### config.mk
export PLATFORM = sky130hd
export DESIGN_NAME = cop_issue
export DESIGN_NICKNAME = d
export VERILOG_FILES = /design/src/rtl/cop_issue.sv
export SDC_FILE = /design/constraint.sdc
export NUM_CORES = 1
export LEC_CHECK = 0
export ABC_AREA = 1
export CAP_MARGIN = 10
export CELL_PAD_IN_SITES_DETAIL_PLACEMENT = 0
export CELL_PAD_IN_SITES_GLOBAL_PLACEMENT = 1
export CORE_UTILIZATION = 44
export CTS_BUF_LIST = sky130_fd_sc_hd__clkbuf_16
export DETAILED_ROUTE_END_ITERATION = 7
export DONT_BUFFER_PORTS = 1
export GPL_ROUTABILITY_DRIVEN = 0
export HOLD_SLACK_MARGIN = 0.05
export PLACE_DENSITY_LB_ADDON = 0.1
export SETUP_SLACK_MARGIN = 0.5
export SLEW_MARGIN = 10
export SYNTH_ARGS = -nofsm -noshare
export SYNTH_HDL_FRONTEND = slang
export SYNTH_SLANG_ARGS = --single-unit
### constraint.sdc
create_clock -name i_clk -period 8.8 [get_ports i_clk]
set_input_delay 1.76 -clock i_clk [delete_from_list [all_inputs] [get_ports i_clk]]
set_output_delay 1.76 -clock i_clk [all_outputs]
set_load 0.01 [all_outputs]
### src/rtl/cop_issue.sv
// cop_issue: issue/transfer front end between the integer core
// and the floating-point coprocessor (arith issue, lws, sws).
module cop_issue (
    input  logic        i_clk,
    input  logic        i_rst,
    input  logic        i_instr_valid,
    input  logic [31:0] i_instr,
    input  logic [31:0] i_base_val,
    output logic        o_instr_ready,
    output logic        o_done,
    output logic        o_illegal,
    output logic [5:0]  o_cop_opcode,
    output logic [4:0]  o_cop_rs,
    output logic [4:0]  o_cop_rt,
    output logic [4:0]  o_cop_rd,
    output logic [31:0] o_cop_wdata,
    input  logic [31:0] i_cop_rdata,
    output logic        o_mem_req,
    output logic        o_mem_we,
    output logic [31:0] o_mem_addr,
    output logic [31:0] o_mem_wdata,
    input  logic [31:0] i_mem_rdata,
    input  logic        i_mem_ack
);

    localparam logic [5:0] OP_NOP = 6'b000000;
    localparam logic [5:0] OP_ADD = 6'b110000;
    localparam logic [5:0] OP_RND = 6'b110110;
    localparam logic [5:0] OP_LWS = 6'b110111;
    localparam logic [5:0] OP_SWS = 6'b111000;

    typedef enum logic [2:0] {
        S_IDLE,
        S_ISSUE,
        S_LW_MEM,
        S_LW_WRITE,
        S_SW_READ,
        S_SW_CAPTURE,
        S_SW_MEM,
        S_DONE
    } state_t;

    state_t      r_state;
    state_t      w_next;
    logic [5:0]  r_op;
    logic [4:0]  r_fs;
    logic        r_illegal;
    logic [31:0] r_addr;
    logic [4:0]  r_cop_rs;
    logic [4:0]  r_cop_rt;
    logic [4:0]  r_cop_rd;
    logic [31:0] r_cop_wdata;
    logic [31:0] r_mem_wdata;

    logic        w_accept;
    logic [5:0]  w_op;
    logic        w_arith;
    logic        w_lws;
    logic        w_sws;
    logic [31:0] w_offset;

    assign w_accept = i_instr_valid && (r_state == S_IDLE);
    assign w_op     = i_instr[31:26];
    assign w_arith  = (w_op >= OP_ADD) && (w_op <= OP_RND);
    assign w_lws    = (w_op == OP_LWS);
    assign w_sws    = (w_op == OP_SWS);
    assign w_offset = {{16{i_instr[15]}}, i_instr[15:0]};

    // State register; reset drops any in-flight instruction.
    always_ff @(posedge i_clk or posedge i_rst) begin
        if (i_rst) begin
            r_state <= S_IDLE;
        end else begin
            r_state <= w_next;
        end
    end

    // Next-state decode.
    always_comb begin
        w_next = r_state;
        case (r_state)
            S_IDLE: begin
                if (w_accept) begin
                    if (w_arith)    w_next = S_ISSUE;
                    else if (w_lws) w_next = S_LW_MEM;
                    else if (w_sws) w_next = S_SW_READ;
                    else            w_next = S_DONE;
                end
            end
            S_ISSUE:      w_next = S_DONE;
            S_LW_MEM:     if (i_mem_ack) w_next = S_LW_WRITE;
            S_LW_WRITE:   w_next = S_DONE;
            S_SW_READ:    w_next = S_SW_CAPTURE;
            S_SW_CAPTURE: w_next = S_SW_MEM;
            S_SW_MEM:     if (i_mem_ack) w_next = S_DONE;
            S_DONE:       w_next = S_IDLE;
            default:      w_next = S_IDLE;
        endcase
    end

    // Latch instruction fields and drive the held coprocessor/memory data.
    always_ff @(posedge i_clk or posedge i_rst) begin
        if (i_rst) begin
            r_op        <= OP_NOP;
            r_fs        <= '0;
            r_illegal   <= 1'b0;
            r_addr      <= '0;
            r_cop_rs    <= '0;
            r_cop_rt    <= '0;
            r_cop_rd    <= '0;
            r_cop_wdata <= '0;
            r_mem_wdata <= '0;
        end else begin
            if (w_accept) begin
                r_op      <= w_op;
                r_fs      <= i_instr[25:21];
                r_illegal <= !(w_arith || w_lws || w_sws);
                r_addr    <= i_base_val + w_offset;
                if (w_arith) begin
                    r_cop_rs <= i_instr[25:21];
                    r_cop_rt <= i_instr[20:16];
                    r_cop_rd <= i_instr[15:11];
                end
                if (w_sws) begin
                    r_cop_rs <= i_instr[25:21];
                end
            end
            if (r_state == S_LW_MEM && i_mem_ack) begin
                r_cop_rs    <= r_fs;
                r_cop_wdata <= i_mem_rdata;
            end
            if (r_state == S_SW_CAPTURE) begin
                r_mem_wdata <= i_cop_rdata;
            end
        end
    end

    // Moore output decode; opcode is NOP outside the issue states.
    always_comb begin
        o_cop_opcode = OP_NOP;
        case (r_state)
            S_ISSUE:    o_cop_opcode = r_op;
            S_LW_WRITE: o_cop_opcode = OP_LWS;
            S_SW_READ:  o_cop_opcode = OP_SWS;
            default:    o_cop_opcode = OP_NOP;
        endcase
    end

    assign o_instr_ready = (r_state == S_IDLE);
    assign o_done        = (r_state == S_DONE);
    assign o_illegal     = (r_state == S_DONE) && r_illegal;
    assign o_mem_req     = (r_state == S_LW_MEM) || (r_state == S_SW_MEM);
    assign o_mem_we      = (r_state == S_SW_MEM);
    assign o_mem_addr    = r_addr;
    assign o_mem_wdata   = r_mem_wdata;
    assign o_cop_rs      = r_cop_rs;
    assign o_cop_rt      = r_cop_rt;
    assign o_cop_rd      = r_cop_rd;
    assign o_cop_wdata   = r_cop_wdata;

endmodule

==> out/metrics.cfg, run 1 <==
[run_status]
outcome=completed

[routing]
drtIter0Drc=337
postRouteAntennaNets=0
wl_per_cell_um=16.45
totalWireLength_um=18680
drt_first_pass_iters=5
drc=0
viasPerCell=5.022
vias=5705

[logic_synthesis]
synth_flop_cell=dfrtp_1
syn_avg_cell_area_um2=8.021
yosysSeqAreaShare_pct=43.53
syn_area_um2=7243
synthCells=903
synth_edf_count=0
ys_types=32
ys_ff_latch=126
syn_nets=1067
async_flop_share_pct=100.0
ys_warn_count=0

[power_and_ir_drop]
p_clk_share_pct=28.8
p_per_area_nw_per_um2=305.0
p_seq_share_pct=47.5
leakage_uw=0.004256
peakVddDrop_uv=137.3
power_uw=2460
combPwrFrac_pct=23.7
switchingPower_uw=892.9
switching_share_pct=36.29
p_int_uw=1567

[global_routing]
antenna_found_initial=0
grt_max_degree=94
grt_pass1_vias=5613
grtUsageTotal_pct=22.23
grt_pass1_wl_um=28390
gr-total-overflow=0

[worst_setup_path]
worst-setup-path-type=reg -> out
worst_setup_path_end_kind=output port
critPathMaxFanout=7
cp.required_ns=7.04
critPathArrivalTime_ns=1.69
startpoint_type=flip-flop

[placed_design]
preCtsSetupSlack_ns=5.030
dp_hpwl_um=15370
dp.cells=1104
portBuffers=0

[cells_and_area]
drive_gt1_share_pct=12.72
nets=1071
antenna_cells=0
final_cells=1136
layout_commonest_cell=nand2_1
final_cell_mix=301 x nand2_1, 133 x inv_1, 126 x dfrtp_1, 74 x mux2_2, 56 x nor2_1
area_growth_syn_to_layout_pct=11.35

[sta]
period_share_pct=39.26
worstMarginPinSlew_ns=0.9322
slew_headroom_pct=37.78
skew_ns=0.004711
hold_viol_final=0
max_freq_ghz=0.2895
finalSetupViolCount=0
period_minus_slack_ns=3.455
slew_viol_final=0
worst_slack_ns=5.345
fin_hold_ws_ns=0.5038
fin_tns_setup_ns=0
rsz0062_at_grt=no

[clock_tree]
post_cts_buffers=0
postCtsHoldBufs=0
htree_num_levels=4
root_buffer=clkbuf_16
cts_buffer_depth=2
post_cts_resized=0
cts_tree=built
path_clk_slew_ns=0.06
cts_made_buffers=17
clk_latency_ns=0.41
cts.sinks=126

[die]
io_pins=254
core_um2=16000
fp.dieH_um=130.3
start_util_pct=45.27
die_area_um2=16980
die_w_um=130.3
num_rows=46

[hold_path]
hp-class=reg -> reg

[run]
cap_viol_max_count=0

-- stage by stage --
| stage | instance area (um2) | utilization (%) |
|---|---|---|
| floorplan | 7243 | - |
| global placement | 7450 | 46.56 |
| detailed placement | 7450 | 46.56 |
| CTS | 8059 | 50.37 |
| global route | 8065 | 50.41 |
| finish | 8065 | 50.41 |
-- worst paths after layout --
| check | from | endpoint | slack, ns | cells after the start |
|---|---|---|---|---|
| setup reg to reg | r_state[2] | r_illegal | 6.05 | 8 |
| min in group asynchronous | i_rst | o_mem_wdata[20] | 1.22 | 1 |
| max in group asynchronous | i_rst | o_cop_wdata[30] | 6.46 | 2 |
| setup / recovery | r_state[0] | o_illegal | 5.35 | 4 |
| hold reg to reg | r_op[0] | r_op[0] | 0.50 | 2 |
| hold / removal | r_op[0] | r_op[0] | 0.50 | 2 |
-- logic make-up after synthesis --
kind of cell,Yosys count,synth area share [%]
and+or+nand+nor,428,23.89
buffers and inverters,153,8.171
DFF,126,43.53
AOI/OAI and AO/OA,75,5.459
muxes,74,11.50
adders and majority gates,32,5.631
xor gates and xnor gates,15,1.814
-- synthesized netlist by cell type, types with 8 or more instances --
master	instances	area share (%)
ha_1	31	5.4
mux2_2	74	12
clkbuf_1	8	0.41
buf_2	8	0.55
nand3_1	50	3.5
o21ai_0	41	2.8
xnor2_1	14	1.7
nand2_1	302	16
inv_1	134	6.9
a21oi_1	27	1.9
dfrtp_1	126	44
nor2_1	56	2.9
-- cell type report --
type,count,area (um2)
timing repair buffer,2,18.77
tap,216,270.3
fill,1631,7935
inverter,136,513.0
clock inverter,15,183.9
clock buffer,17,425.4
sequential,126,3153
multi-input combinational,624,3501
-- routing by layer --
metal | track usage (%) | vias to the layer above | wire length [um]
li1 | - | 2856 | -
met1 | 25.60 | 2634 | 7523
met2 | 39.36 | 188 | 9317
met3 | 5.658 | 27 | 1357
met4 | 8.755 | 0 | 485
met5 | 0 | - | 0
-- registers in the layout (all words and copies together) (netlist names) --
| register | flops |
|---|---|
| o_cop_wdata | 32 |
| o_mem_addr | 32 |
| o_mem_wdata | 32 |
| r_op | 6 |
| o_cop_rd | 5 |
| o_cop_rs | 5 |
| o_cop_rt | 5 |
| r_fs | 5 |
| r_state | 3 |
| r_illegal | 1 |
-- power by group through the flow --
stage	logic (uW)	clock network, uW	registers (uW)
global route	661	752	1200
finish	582	709	1170
detailed placement	588	0	1180
global placement	568	0	1170
CTS	591	727	1180
floorplan	478	0	1090
-- worst max-delay path, cell delays in order (launching register included) --
cell	delay (ns)
dfrtp_1	0.45
nand2_1	0.13
nor2_1	0.31
inv_1	0.12
nor2_1	0.27
No activity file was read; power rests on OpenSTA's default activity.
==> run 2: changes to the inputs <==
Clock period 8.8 ns to 3.5 ns, I/O delays scaled along.
==> out/metrics.cfg, run 2 (same netlist as run 1, synthesis figures left out) <==
[routing]
drtIter0Drc=240
viasPerCell=4.996
totalWireLength_um=18900
vias=5681
wl_per_cell_um=16.62
drt_first_pass_iters=5
postRouteAntennaNets=0
drc=0

[sta]
slew_viol_final=0
skew_ns=0.005330
rsz0062_at_grt=no
period_minus_slack_ns=2.491
hold_viol_final=0
period_share_pct=71.18
fin_tns_setup_ns=0
worstMarginPinSlew_ns=0.9845
max_freq_ghz=0.4014
finalSetupViolCount=0
fin_hold_ws_ns=0.1985
slew_headroom_pct=33.96

[cells_and_area]
fillers=1581
area_growth_syn_to_layout_pct=11.63
finalInstanceArea_um2=8085
layout_commonest_cell=nand2_1
postLayoutCoreUtil_pct=50.53
final_cells=1137
drive_gt1_share_pct=12.81
antenna_cells=0
final_cell_mix=301 x nand2_1, 133 x inv_1, 126 x dfrtp_1, 74 x mux2_2, 56 x nor2_1
nets=1073

[power_and_ir_drop]
leakage_uw=0.004261
switchingPower_uw=2213
p_int_uw=4000
p_seq_share_pct=47.3
p_clk_share_pct=29.1
combPwrFrac_pct=23.6
p_per_area_nw_per_um2=768.4
peakVddDrop_uv=349.0
switching_share_pct=35.62

[worst_setup_path]
critPathMaxFanout=43
critPathArrivalTime_ns=2.81
cp.required_ns=3.82
startpoint_type=flip-flop
reg2reg_from=r_state[1]
reg2reg_to=o_cop_rs[1]
worst-setup-path-type=reg -> reg
worstRegToRegCells=6
worst_setup_path_end_kind=flip-flop
r2r_setup_slack_ns=1.01

[clock_tree]
cts_tree=built
postCtsHoldBufs=0
cts_buffer_depth=2
post_cts_buffers=0
post_cts_resized=0
clk_latency_ns=0.40
htree_num_levels=4
root_buffer=clkbuf_16
cts.sinks=126
cts_made_buffers=17
path_clk_slew_ns=0.06

[placed_design]
dp.cells=1106
dp_hpwl_um=15340
portBuffers=0
placed_area_um2=7466

[run_status]
outcome=completed

[global_routing]
antenna_found_initial=0
grt_max_degree=53
grtUsageTotal_pct=22.54
gr-total-overflow=0
grt_pass1_vias=5663
grt_pass1_wl_um=29210

[run]
cap_viol_max_count=0

[die]
die_w_um=130.3
start_util_pct=45.27
io_pins=254
fp.dieH_um=130.3
core_um2=16000
num_rows=46
die_area_um2=16980

[hold_path]
hp-class=in -> async

run 2: changes by cell type in the layout (fill, tap and decap cells not counted), sizes merged:
cell | previous run | this run
inv | 140 | 136
bufinv | 3 | 4
buf | 2 | 4
clkinvlp | 2 | 4
run 2: layer usage:
metal	global-route usage, %	vias to the layer above	share of wire [%]
li1	-	2864	-
met4	7.045	0	1.7
met5	0	-	0
met2	40.61	182	50
met1	26.11	2614	41
met3	5.658	21	7.1
run 2: final cells by class:
| type | count | area (um2) | area share (%) |
|---|---|---|---|
| Clock buffer | 17 | 425.4 | 5.262 |
| Clock inverter | 14 | 191.4 | 2.368 |
| Inverter | 136 | 514.2 | 6.360 |
| Multi-Input combinational cell | 624 | 3501 | 43.30 |
| Sequential cell | 126 | 3153 | 39.00 |
| Tap cell | 216 | 270.3 | 3.343 |
| Timing Repair Buffer | 4 | 30.03 | 0.3714 |
run 2: power by group through the flow:
stage                     clock network [uW]  logic, uW  registers, uW
after global placement                     0       1420           2940
final                                   1810       1470           2940
after global routing                    1910       1660           3030
after floorplan                            0       1200           2750
after detailed placement                   0       1470           2970
after CTS                               1840       1480           2950
run 2: worst max-delay path, cell delays in order, from the launching register on:
cell and delay [ns]:
dfrtp_1 0.41, inv_1 0.15, nor2_1 0.35, nand3_2 0.81, o21ai_2 0.49, nand2_1 0.10
o21ai_0 0.10
run 2: worst max path at each step:
stage                          start             end  slack (ns)
final                     r_state[1]     o_cop_rs[1]        1.01
after global routing      r_state[1]     o_cop_rs[2]        0.71
after CTS                 r_state[1]     o_cop_rs[1]        0.99
after detailed placement  r_state[1]     o_cop_rs[0]        1.02
after global placement    i_instr[0]  o_mem_addr[16]        1.11
after floorplan                i_rst     o_cop_rd[0]        1.25
run 2: per-stage QoR:
stage                     setup slack [ns]  power (uW)
final                                1.009        6213
after global routing                0.7090        6601
after CTS                           0.9899        6272
after detailed placement             1.024        4440
after global placement               1.112        4359
after floorplan                      1.247        3954
